### src/rtl/cache_pkg.sv
// Shared types and constants for the direct-mapped cache control path.
// Imported by the controller and by anything that decodes its state or request type.
package cache_pkg;

    localparam int NUM_LINES_DEF = 16;

    localparam logic RW_READ  = 1'b0;
    localparam logic RW_WRITE = 1'b1;

    typedef enum logic [2:0] {
        IDLE        = 3'd0,
        COMPARE     = 3'd1,
        WRITEBACK   = 3'd2,
        ALLOCATE    = 3'd3,
        FLUSH_CHECK = 3'd4,
        FLUSH_WB    = 3'd5
    } state_t;

endpackage

### src/rtl/dm_cache_controller.sv
// Control FSM of the direct-mapped cache: hit/miss decision, dirty write-back,
// line refill and full-cache flush, handshaking with axi4_controller via start_*/axi_ack.
module dm_cache_controller
    import cache_pkg::*;
#(
    parameter  int NUM_LINES = NUM_LINES_DEF,
    localparam int INDEX_W   = $clog2(NUM_LINES)
) (
    input  logic               clk,
    input  logic               reset,
    input  logic               cpu_req_valid,
    input  logic               cpu_req_rw,
    input  logic               cpu_flush,
    input  logic               cache_hit,
    input  logic               line_valid,
    input  logic               line_dirty,
    input  logic               axi_ack,
    output logic               cpu_ready,
    output logic               req_latch,
    output logic               cpu_done,
    output logic               word_wr_en,
    output logic               line_wr_en,
    output logic               set_valid,
    output logic               set_dirty,
    output logic               clr_dirty,
    output logic               wb_sel,
    output logic               flush_sel,
    output logic [INDEX_W-1:0] flush_index,
    output logic               flush_done,
    output logic               start_write,
    output logic               start_read
);

    state_t             r_state;
    state_t             w_next_state;
    logic               r_rw;
    logic [INDEX_W-1:0] r_flush_index;
    logic [INDEX_W-1:0] w_flush_index_nxt;
    logic               w_flush_last;

    assign flush_index  = r_flush_index;
    assign w_flush_last = (r_flush_index == INDEX_W'(NUM_LINES - 1));

    // State, latched request type and flush line counter
    always_ff @(posedge clk or negedge reset) begin
        if (!reset) begin
            r_state       <= IDLE;
            r_rw          <= RW_READ;
            r_flush_index <= '0;
        end else begin
            r_state       <= w_next_state;
            r_rw          <= req_latch ? cpu_req_rw : r_rw;
            r_flush_index <= w_flush_index_nxt;
        end
    end

    // Next-state and output decode
    always_comb begin
        w_next_state      = r_state;
        w_flush_index_nxt = r_flush_index;
        cpu_ready         = 1'b0;
        req_latch         = 1'b0;
        cpu_done          = 1'b0;
        word_wr_en        = 1'b0;
        line_wr_en        = 1'b0;
        set_valid         = 1'b0;
        set_dirty         = 1'b0;
        clr_dirty         = 1'b0;
        wb_sel            = 1'b0;
        flush_sel         = 1'b0;
        flush_done        = 1'b0;
        start_write       = 1'b0;
        start_read        = 1'b0;
        case (r_state)
            IDLE: begin
                cpu_ready = 1'b1;
                if (cpu_flush) begin
                    w_flush_index_nxt = '0;
                    w_next_state      = FLUSH_CHECK;
                end else if (cpu_req_valid) begin
                    req_latch    = 1'b1;
                    w_next_state = COMPARE;
                end else begin
                    w_next_state = IDLE;
                end
            end
            COMPARE: begin
                if (cache_hit) begin
                    cpu_done     = 1'b1;
                    word_wr_en   = (r_rw == RW_WRITE);
                    set_dirty    = (r_rw == RW_WRITE);
                    w_next_state = IDLE;
                end else if (line_valid && line_dirty) begin
                    w_next_state = WRITEBACK;
                end else begin
                    w_next_state = ALLOCATE;
                end
            end
            WRITEBACK: begin
                start_write = 1'b1;
                wb_sel      = 1'b1;
                if (axi_ack) begin
                    clr_dirty    = 1'b1;
                    w_next_state = ALLOCATE;
                end else begin
                    w_next_state = WRITEBACK;
                end
            end
            ALLOCATE: begin
                // Refill completes the line; the following COMPARE always hits
                start_read = 1'b1;
                if (axi_ack) begin
                    line_wr_en   = 1'b1;
                    set_valid    = 1'b1;
                    clr_dirty    = 1'b1;
                    w_next_state = COMPARE;
                end else begin
                    w_next_state = ALLOCATE;
                end
            end
            FLUSH_CHECK: begin
                flush_sel = 1'b1;
                if (line_valid && line_dirty) begin
                    w_next_state = FLUSH_WB;
                end else if (w_flush_last) begin
                    flush_done        = 1'b1;
                    w_flush_index_nxt = '0;
                    w_next_state      = IDLE;
                end else begin
                    w_flush_index_nxt = r_flush_index + INDEX_W'(1);
                    w_next_state      = FLUSH_CHECK;
                end
            end
            FLUSH_WB: begin
                flush_sel   = 1'b1;
                wb_sel      = 1'b1;
                start_write = 1'b1;
                if (axi_ack) begin
                    clr_dirty = 1'b1;
                    if (w_flush_last) begin
                        flush_done        = 1'b1;
                        w_flush_index_nxt = '0;
                        w_next_state      = IDLE;
                    end else begin
                        w_flush_index_nxt = r_flush_index + INDEX_W'(1);
                        w_next_state      = FLUSH_CHECK;
                    end
                end else begin
                    w_next_state = FLUSH_WB;
                end
            end
            default: begin
                w_next_state      = IDLE;
                w_flush_index_nxt = '0;
            end
        endcase
    end

endmodule

### config.mk
export PLATFORM = sky130hd
export DESIGN_NAME = dm_cache_controller
export DESIGN_NICKNAME = d
export VERILOG_FILES = /design/src/rtl/cache_pkg.sv /design/src/rtl/dm_cache_controller.sv
export SDC_FILE = /design/constraint.sdc
export NUM_CORES = 1
export LEC_CHECK = 0
export CAP_MARGIN = 20
export CORE_ASPECT_RATIO = 0.9
export CORE_MARGIN = 2
export CORE_UTILIZATION = 25
export DETAILED_ROUTE_END_ITERATION = 8
export HOLD_SLACK_MARGIN = 0.1
export PLACE_DENSITY_LB_ADDON = 0.3
export SYNTH_ARGS = -nofsm -noshare
export SYNTH_HDL_FRONTEND = slang
export SYNTH_SLANG_ARGS = --single-unit
### constraint.sdc
create_clock -name clk -period 2.8 [get_ports clk]
set_input_delay 0.84 -clock clk [delete_from_list [all_inputs] [get_ports clk]]
set_output_delay 0.84 -clock clk [all_outputs]
set_load 0.03 [all_outputs]
======== After elaboration in Yosys (flattened, before gate mapping) ========
Cells that the tools add are included.
word-level totals
  memories ................................ 0
  output and inout bits ................... 17
  memory bits (read-only) ................. 0
  memory bits (writable) .................. 0
  latch bits .............................. 0
  register bits ........................... 8
  logic and storage cells ................. 54
  input port bits ......................... 9
operators by class
  order comparisons ....................... 0
  equality and inequality tests ........... 9
  multiply operators ...................... 0
  bitwise gates (word level) .............. 1
  shift-type cells ........................ 0
  add/sub/neg operators ................... 1
  div/mod/pow operators ................... 0
  muxes and demuxes ....................... 33
  reduce and logical (&&, ||, !) cells .... 7
operators by type and width
  operator                                             count
  two-way mux 1 bit                                    20
  case mux 3 bit (6 select lines)                      1
  two-way mux 4 bit                                    4
  case mux 4 bit (4 select lines)                      1
  two-way mux 3 bit                                    4
  equality test 3 x 2 -> 1 bit, second input constant  2
  equality test 3 bit, second input constant           2
  inequality test 2 bit, second input constant         3
  OR reduction 3 bit                                   2
  adder 4 x 1 -> 4 bit, second input constant          1
  equality test 4 bit, second input constant           1
  two-way mux 2 bit                                    2
  AND reduction 4 bit                                  1
  OR reduction 2 bit                                   2
  equality test 3 x 1 -> 1 bit, second input constant  1
  logical NOT 3 bit                                    1
  case mux 1 bit (2 select lines)                      1
  logical AND 1 bit                                    1
  inverter 1 bit                                       1

======== Depth between registers and ports, before layout ========
Gate-level depths: netlist of the first run.
  depth after elaboration ................. 4
  mapped depth ............................ 5
  depth with buffers taken out ............ 4

======== Worst setup path after synthesis of the first run ========
Ideal clock, no wire load.
  path type ............................... input to output
  from .................................... in cache_hit
  to ...................................... out word_wr_en
  data arrival time ....................... 1.766 ns
  stages .................................. 3
  setup slack ............................. 0.194 ns
  cells stage by stage .................... and3b_1 -> and2_1 -> buf_4
between the ends
  word-level cells in the longest chain between the ends .. 2
ends and longest elaborated chain
  what                            line                       source
  start: declaration              dm_cache_controller.sv:14  input logic cache_hit,
  two-way mux 1 bit (2 in a row)  n/a
  end: declaration                dm_cache_controller.sv:21  output logic word_wr_en,
Every way passes these cells.

======== Worst setup path after layout of the first run ========
  from .................................... in cpu_flush
  to ...................................... out req_latch
between the ends
  word-level cells in the longest chain between the ends .. 2
ends and longest elaborated chain
  what                line                       source
  start: declaration  dm_cache_controller.sv:13  input logic cpu_flush,
  two-way mux 1 bit   dm_cache_controller.sv:77  if (cpu_flush) begin
  two-way mux 1 bit   dm_cache_controller.sv:74  case (r_state)
  end: declaration    dm_cache_controller.sv:19  output logic req_latch,
Every way passes these cells.

==> flow_metrics.py, run 1 <==
metrics = {
    "timing": {
        "finalSetupTns_ns": 0,
        "finalClockSkew_ns": 0.00866,
        "worst_pin_slew_ns": 0.375,
        "rsz0062_at_grt": "no",
        "holdWs_ns": 0.487,
        "hold_viol_final": 0,
        "min_period_ns": 2.75,
        "setup_viol": 0,
        "fmax_mhz": 363,
        "slew_headroom": 0.749,
        "fin_crit_sh": 0.983,
        "drv_slew": 0,
    },
    "synth": {
        "ys_seq_area_frac": 0.304,
        "synth_cell_types": 35,
        "synth_common_cells": "dfrtp_1, nand3b_1, buf_4, nand2_1, nand3_1",
        "synth_area_leader_cell": "dfrtp_1",
        "mappedNetlistArea_um2": 659,
        "async_reset_ff_frac": 1.00,
        "syn_area_per_cell_um2": 9.29,
        "ys.warnings.count": 0,
        "synth_edf_count": 0,
        "synth_top_area_share": 0.304,
        "synth.most_common_cell": "dfrtp_1",
        "syn_nets": 81,
        "ys_ff_latch": 8,
        "yosys-top-cells-area": "dfrtp_1, nand3b_1, buf_4, nor4_4, nand3_1",
        "ys.flop_type": "dfrtp_1",
        "synthCells": 71,
    },
    "floorplan": {
        "initial_core_util": 0.265,
        "die_x_um": 58.1,
        "dieArea_mm2": 0.00306,
        "fp.coreArea_mm2": 0.00249,
        "io_pins": 26,
        "die_h_um": 52.7,
        "rows": 17,
    },
    "worst_setup_path": {
        "r2r_start": "r_state[0]$_DFF_PN0_",
        "cp_max_fo": 3,
        "r2r-end": "r_rw$_DFFE_PN0P_",
        "reg2reg_slack_ns": 1.35,
        "endpoint": "req_latch",
        "arrival_ns": 1.91,
        "worstSetupPathType": "primary input to output port",
        "critPathLaunch": "cpu_flush",
        "cp.required_ns": 1.96,
        "end_kind": "output port",
        "critPathLaunchType": "primary input",
        "r2r_cells": 3,
    },
    "layout": {
        "final_nets": 110,
        "diodes": 0,
        "drive_above_1_share": 0.255,
        "area_delta_synth_final_pct": 43.5,
        "fin_area_um2": 946,
        "fill_cells": 263,
    },
    "placement": {
        "place_area_um2": 918,
        "gp_congestion": 0.733,
        "hpwl_mm": 1.29,
        "port_buffers": 25,
    },
    "power_and_ir_drop": {
        "p_leak_nw": 0.448,
        "powerDensity_mw_per_mm2": 1000,
        "peakVddDrop_uv": 487,
    },
    "clock_network": {
        "ctsRootBufferMaster": "clkbuf_4",
        "cts-hold-fix-buffers": 0,
        "cts_max_level": 1,
        "cts.clk_slew.worst_paths_ns": 0.05,
        "clk_latency_ns": 0.26,
        "post_cts_buffers": 0,
        "cts-resized-gates": 0,
        "tritoncts": "done",
        "clockBufferDepth": 2,
        "cts.sink_count": 8,
        "cts_buffers": 3,
    },
    "drt": {
        "routed_wl_mm": 1.71,
        "drc": 0,
        "vias_per_cell": 5.19,
        "wl_per_cell_um": 13.5,
        "vias": 654,
        "dr.pass1.iters": 4,
        "drt_iter0_markers": 14,
        "ant_nets": 0,
    },
    "job": {
        "drv_cap": 0,
    },
    "global_routing": {
        "antenna_found_initial": 0,
        "grt_pass1_vias": 577,
        "grt_overflow": 0,
        "track_usage": 0.121,
        "grt_pass1_wl_mm": 2.77,
        "grt_start_max_net_pins": 11,
    },
    "hold_path": {
        "min_path_type": "register to register",
        "hold_depth": 1,
    },
    "status": {
        "status": "finished clean",
    },
}
## power by group
group          internal [mW]  switching (mW)  total [mW]  leakage, nW
logic                  0.282           0.321       0.603        0.333
registers              0.166          0.0854       0.251        0.102
clock network         0.0494          0.0446      0.0940       0.0138
## layout make-up
type                       instances  area (µm²)  area share
inverter                           3        11.3      0.0119
sequential                         8         200       0.212
timing repair buffer              32         285       0.302
multi-input combinational         52         392       0.414
clock buffer                       3        22.5      0.0238
tap                               28        35.0      0.0370
## cells in the final DEF, fill, tap and decap left out, types with 2 or more instances in the layout
master	netlist	routed
buf_4	4	16
nand2b_1	3	3
dlymetal6s2s_1	0	2
clkdlybuf4s50_1	0	14
o211ai_1	2	2
nand3_1	4	4
nand2_1	4	4
nand4_1	3	3
and2_1	2	2
and3_1	2	2
nand3b_1	6	6
nor2_1	3	3
clkbuf_4	0	3
o21ai_0	2	2
dfrtp_1	8	8
nor2b_1	3	3
inv_1	3	3
## layer usage
metal / track usage / vias to the layer above / wire, µm
met1: 0.169 / 318 / 771
li1: - / 311 / -
met3: 0.0395 / 2 / 110
met2: 0.169 / 23 / 811
met5: 0 / - / 0
met4: 0.0465 / 0 / 12
## stage by stage
stage | total power, mW | setup WS (ns) | util | std cells
after floorplan | 0.643 | 0.194 | - | 71
after global placement | 0.849 | 0.0233 | 0.369 | 123
after detailed placement | 0.857 | 0.0352 | 0.369 | 123
after CTS | 0.957 | 0.0264 | 0.378 | 126
after global routing | 1.03 | 0.0216 | 0.380 | 126
final | 0.949 | 0.0485 | 0.380 | 126
## worst min-delay path by stage
stage | startpoint | endpoint
finish | r_rw$_DFFE_PN0P_ | r_rw$_DFFE_PN0P_
global route | r_rw$_DFFE_PN0P_ | r_rw$_DFFE_PN0P_
CTS | r_rw$_DFFE_PN0P_ | r_rw$_DFFE_PN0P_
detailed placement | r_rw$_DFFE_PN0P_ | r_rw$_DFFE_PN0P_
global placement | r_rw$_DFFE_PN0P_ | r_rw$_DFFE_PN0P_
floorplan | r_rw$_DFFE_PN0P_ | r_rw$_DFFE_PN0P_
## state kept, by name (all words and copies together) (netlist names)
register / flops
flush_index: 4
r_rw: 1
r_state: 3
## worst max-delay path, cell delays in order
cell and delay [ns]:
clkdlybuf4s50_1 0.45, nand2b_1 0.21, nor4_4 0.20, buf_4 0.22
## kinds of logic after synthesis
logic type      Yosys count  synth area share
simple gates             36             0.378
compound gates           14             0.180
buf+inv                  11             0.102
flops                     8             0.304
mux                       1            0.0171
fa+ha+maj                 1            0.0190
(Power assumes the default switching activity.)
==> run 2: changes to the inputs <==
--- a/config.mk
+++ b/config.mk
@@ -5,6 +5,7 @@
 export SDC_FILE = /design/constraint.sdc
 export NUM_CORES = 1
 export LEC_CHECK = 0
+export ABC_AREA = 1
 export CAP_MARGIN = 20
 export CORE_ASPECT_RATIO = 0.9
 export CORE_MARGIN = 2
==> run 2 against run 1 <==
  * Via count is 1.7% lower
  * Largest power group unchanged
  * Sequential power is 21% lower
  * Sequential cell count stayed put
  * Clock skew is 0.0072 ns lower
  * Clock power is 11% lower
  * Fmax is 2.2% higher
==> flow_metrics.py, run 2 <==
metrics = {
    "status": {
        "status": "finished clean",
    },
    "layout": {
        "fill_cells": 248,
        "ff_latch_area_um2": 200,
        "utilization": 0.401,
        "final_nets": 128,
        "drive_above_1_share": 0.207,
        "layout_commonest_cell": "nand2_1",
        "multi_input_area_um2": 329,
        "diodes": 0,
        "largest_register_ff_count": 4,
        "area_delta_synth_final_pct": 47.9,
        "mostFrequentLayoutCells": "nand2_1, clkdlybuf4s50_1, inv_1",
    },
    "synth": {
        "ys_ff_latch": 8,
        "ys_seq_area_frac": 0.332,
        "synthCells": 89,
        "syn_nets": 99,
        "synth_cell_types": 18,
        "mappedNetlistArea_um2": 603,
        "synth_edf_count": 0,
        "async_reset_ff_frac": 1.00,
        "yosys-top-cells-area": "dfrtp_1, nand2_1, inv_1, nand3_1, nor2_4",
        "synth.most_common_cell": "nand2_1",
        "synth_top_area_share": 0.332,
        "synth_common_cells": "nand2_1, inv_1, dfrtp_1, nand3_1, nor2_1",
        "ys.flop_type": "dfrtp_1",
        "synth_area_leader_cell": "dfrtp_1",
        "syn_area_per_cell_um2": 6.78,
        "ys.warnings.count": 0,
    },
    "clock_network": {
        "cts_max_level": 1,
        "tritoncts": "done",
        "clockBufferDepth": 2,
        "ctsRootBufferMaster": "clkbuf_4",
        "cts-resized-gates": 0,
        "cts.sink_count": 8,
        "post_cts_buffers": 0,
        "clk_latency_ns": 0.25,
        "cts_buffers": 3,
        "cts.clk_slew.worst_paths_ns": 0.05,
        "cts-hold-fix-buffers": 0,
    },
    "floorplan": {
        "rows": 16,
        "dieArea_mm2": 0.00282,
        "io_pins": 26,
        "die_h_um": 50.6,
        "die_x_um": 55.8,
        "initial_core_util": 0.271,
        "fp.coreArea_mm2": 0.00222,
    },
    "global_routing": {
        "grt_pass1_vias": 582,
        "grt_pass1_wl_mm": 2.29,
        "track_usage": 0.102,
        "grt_overflow": 0,
        "grt_start_max_net_pins": 9,
        "antenna_found_initial": 0,
    },
    "timing": {
        "slew_headroom": 0.768,
        "rsz0062_at_grt": "no",
        "worst_pin_slew_ns": 0.346,
        "hold_viol_final": 0,
        "fin_crit_sh": 0.962,
        "setup_viol": 0,
        "min_period_ns": 2.69,
        "drv_slew": 0,
        "finalSetupTns_ns": 0,
        "fmax_mhz": 371,
        "worst_slack_ns": 0.108,
        "finalClockSkew_ns": 0.00146,
    },
    "power_and_ir_drop": {
        "p_leak_nw": 0.469,
        "peakVddDrop_uv": 444,
        "powerDensity_mw_per_mm2": 886,
    },
    "placement": {
        "hpwl_mm": 1.20,
        "place_ws_ns": 0.0843,
        "gp_congestion": 0.742,
        "port_buffers": 25,
    },
    "worst_setup_path": {
        "critPathLaunchType": "primary input",
        "end_kind": "output port",
        "arrival_ns": 1.85,
        "crit_chain": "clkdlybuf4s50_1, inv_1, nor3_1, buf_4",
        "critPathSlowestCell": "clkdlybuf4s50_1",
        "cp_max_fo": 3,
        "max_stage_delay_ns": 0.50,
        "crit_family": "buffers and inverters",
        "cp.required_ns": 1.96,
        "worstSetupPathType": "primary input to output port",
        "critPathBufInv": 3,
    },
    "hold_path": {
        "min_path_type": "register to register",
    },
    "drt": {
        "ant_nets": 0,
        "wl_met3_um": 79,
        "wl_per_cell_um": 9.83,
        "routed_wl_mm": 1.41,
        "vias_per_cell": 4.50,
        "dr.pass1.iters": 4,
        "drc": 0,
        "highest_layer": "met3",
        "drt_iter0_markers": 12,
        "met1_length_um": 702,
        "vias": 643,
        "wl_met2_um": 624,
    },
    "job": {
        "drv_cap": 0,
    },
}
[run 2: worst min-delay path, cell delays in order, from the launching register on]
cell and delay [ns]:
dfrtp_1 0.32, inv_1 0.05, o21ai_0 0.14
[run 2: cell families after synthesis]
kind of cell	Yosys count	share of synthesized area
adder cells (fa/ha/maj)	1	0.0207
AO/OA/AOI/OAI	6	0.0622
flip-flops	8	0.332
AND/OR/NAND/NOR	56	0.454
buffers and inverters	18	0.131
[run 2: final timing paths]
path | from | end | slack (ns) | depth (start not counted)
worst max-delay path | cache_hit | set_dirty | 0.11 | 4
worst min-delay path | r_rw$_DFFE_PN0P_ | r_rw$_DFFE_PN0P_ | 0.54 | 2
worst max register to register | flush_index[0]$_DFFE_PN0P_ | r_state[2]$_DFF_PN0_ | 1.48 | 6
worst min register to register | r_rw$_DFFE_PN0P_ | r_rw$_DFFE_PN0P_ | 0.54 | 2
max in group asynchronous | reset | flush_index[2]$_DFFE_PN0P_ | 1.68 | 1
min in group asynchronous | reset | r_rw$_DFFE_PN0P_ | 0.86 | 1
[run 2: layout make-up]
| type | instances | area share |
|---|---|---|
| multi-input combinational | 63 | 0.369 |
| timing repair buffer | 27 | 0.281 |
| sequential | 8 | 0.224 |
| inverter | 15 | 0.0631 |
| tap | 27 | 0.0379 |
| clock buffer | 3 | 0.0252 |
[run 2: per-layer routing]
metal	vias to the layer above	GRT usage
met5	-	0
li1	330	-
met4	0	0.0650
met2	18	0.157
met3	0	0.0155
met1	295	0.133
[run 2: power by group]
group          switching, mW  total (mW)  internal (mW)
registers             0.0451       0.198          0.153
clock network         0.0353      0.0841         0.0488
logic                  0.323       0.509          0.186
[run 2: metrics by stage]
stage / power, mW / instances / hold WS (ns) / instance area (µm²)
detailed placement: 0.711 / 140 / 0.535 / 860
global placement: 0.709 / 140 / 0.536 / 860
global route: 0.858 / 143 / 0.561 / 892
floorplan: 0.549 / 89 / 0.504 / 603
CTS: 0.800 / 143 / 0.550 / 882
finish: 0.791 / 143 / 0.540 / 892
==> run 3: changes to the inputs <==
--- a/config.mk
+++ b/config.mk
@@ -10,6 +10,7 @@
 export CORE_ASPECT_RATIO = 0.9
 export CORE_MARGIN = 2
 export CORE_UTILIZATION = 25
+export CTS_BUF_LIST = sky130_fd_sc_hd__clkbuf_4
 export DETAILED_ROUTE_END_ITERATION = 8
 export HOLD_SLACK_MARGIN = 0.1
 export PLACE_DENSITY_LB_ADDON = 0.3
==> results of run 3 <==
The final DEF is identical to that of run 2; final timing and power are the same.
==> RTL change (settings of run 2) <==
Change the package constant `NUM_LINES_DEF` from 16 to 32.
--- a/src/rtl/cache_pkg.sv
+++ b/src/rtl/cache_pkg.sv
@@ -2,7 +2,7 @@
 // Imported by the controller and by anything that decodes its state or request type.
 package cache_pkg;
 
-    localparam int NUM_LINES_DEF = 16;
+    localparam int NUM_LINES_DEF = 32;
 
     localparam logic RW_READ  = 1'b0;
     localparam logic RW_WRITE = 1'b1;
Ports: changed (resized flush_index); port bits go from 26 to 27. No check against the original RTL was run, so the function may have changed too.
==> RTL change against run 2 <==
  * Power rose by 2.3%
  * Combinational power decreased by 9.8%
  * Sequential share of layout area increased by 0.40 points
  * Cell area rose by 12%
  * Via count grew 0.62%
  * Sequential cell count increased by 1
  * Setup slack lost 0.017 ns
  * Synthesized area is 14% higher
  * Sequential power up 22%
  * Wire length up 1.7%
  * Hold slack got worse by 0.019 ns
  * Critical path type unchanged
  * Largest power group unchanged
==> RTL change: results (changes against run 2) <==
NUMBER_OF_FLIP_FLOPS_UNDER_THE_LARGEST_REGISTER_NAME=5  # +1
SYNTHESIS.NETS=98  # -1.0%
GRT_USE_TOTAL_PCT=10.6  # +0.41 points
WL_UM=1430  # +1.7%
STATUS='finished, final reports clean'
YS_TOP_CELLS_BY_COUNT='sky130_fd_sc_hd__nand2_1 (17), sky130_fd_sc_hd__inv_1 (12), sky130_fd_sc_hd__nand2_2 (10)'
STATIC-LEAKAGE-POWER_nW=0.490  # +4.4%
YOSYSSEQAREASHARE_PCT=32.8  # -0.35 points
DP_SLACK_NS=0.0854  # +0.00110 ns
SYNTHTOPCELLSBYAREA='sky130_fd_sc_hd__dfrtp_1 (33%), sky130_fd_sc_hd__nand2_1 (9.3%), sky130_fd_sc_hd__nand2_2 (9.1%)'
PORT-BUFFER-COUNT=26  # +4.0%
NUMBER_OF_GLOBAL_ROUTE_VIAS_BEFORE_REPAIR=573  # -1.5%
R2R-END='flush_index[2]'
NUM_VIAS=647  # +0.62%
SYNTH-COMPOUND-AREA-SHARE_PCT=13.1  # +6.9 points
SKEW_NS=0.00754  # +0.00608 ns
REGTOREGSETUPSLACK_NS=1.37  # -0.11 ns
HOLD_CLASS='flop to flop'
WORST_PIN_SLEW_NS=0.423  # +0.0769 ns
CRIT_ARRIVAL_NS=1.87  # +0.02 ns
POST_DP_CELL_AREA_SQ_UM=961  # +12%
HPWL_UM=1140  # -4.6%
MAX-VDD-IR-DROP_mV=0.216  # -51%
SYNTH_CELL_TYPE_COUNT=22  # +4
POST-ROUTE-WORST-SETUP-SLACK_NS=0.0912  # -0.0166 ns
WORST_R2R_PATH_DEPTH=7  # +1
CLOCK_LATENCY_NS=0.28  # +0.03 ns
INITIALDRTVIOLATIONCOUNT=36  # +24
DRIVE_ABOVE_1_SHARE_PCT=35.3  # +15 points
[RTL change: cell types whose count changed after synthesis, sizes merged, moves of 2 or more]
cell,change
nor3,-2
nand3,-4
nor2,-3
o21ai,+7
[RTL change: worst max-delay path by stage]
stage / start / to / slack, ns / cells past startpoint
after floorplan: cache_hit / word_wr_en / 0.03 / 3
after global placement: axi_ack / flush_done / 0.08 / 4
after detailed placement: axi_ack / flush_done / 0.09 / 4
after CTS: flush_index[0] / flush_done / 0.03 / 7
after global routing: flush_index[0] / flush_done / 0.003 / 7
final: axi_ack / flush_done / 0.09 / 4
[RTL change: worst reg2reg max path, stage by stage (launching register included)]
cell and delay [ns]:
sky130_fd_sc_hd__dfrtp_2 0.42, sky130_fd_sc_hd__ha_1 0.19, sky130_fd_sc_hd__inv_1 0.06, sky130_fd_sc_hd__nor3_1 0.17, sky130_fd_sc_hd__ha_2 0.26, sky130_fd_sc_hd__inv_1 0.08, sky130_fd_sc_hd__nand3_1 0.10, sky130_fd_sc_hd__o21ai_2 0.06
[RTL change: per-layer routing]
layer / track usage [%] / vias to the layer above / share of wire, %
li1: - / 331 / -
met1: 11.9 / 289 / 47
met2: 17.2 / 25 / 44
met3: 5.77 / 2 / 8.5
met4: 3.41 / 0 / 0.70
met5: 0 / - / 0
[RTL change: kinds of logic after synthesis]
| logic type | count (synthesis) |
|---|---|
| buffers and inverters | 18 |
| adder cells (fa/ha/maj) | 2 |
| AO/OA/AOI/OAI | 13 |
| AND/OR/NAND/NOR | 45 |
| flip-flops | 9 |
[RTL change: metrics by stage]
step | hold slack, ns | instances
after floorplan | 0.486 | 87
after global placement | 0.507 | 142
after detailed placement | 0.516 | 142
after CTS | 0.531 | 146
after global routing | 0.544 | 146
final | 0.521 | 146
[RTL change: final cells by class]
type,count,area (sq um)
fillers,297,1680
multi-input cells,60,389
repair buffers,28,260
flip-flops and latches,9,228
inverters,15,56.3
well taps,30,37.5
clock buffers,4,26.3
[RTL change: repair_timing]
action                     CTS  global route
setup buffers                0             0
hold endpoints to repair     0             0
setup endpoints to repair    0             3
gates resized for setup      0             5
[RTL change: report_power, final]
group	leakage [nW]	internal (mW)	switching (mW)
sequential	0.107	0.177	0.0639
clock	0.0150	0.0553	0.0540
combinational	0.368	0.186	0.273
total	0.490	0.419	0.391
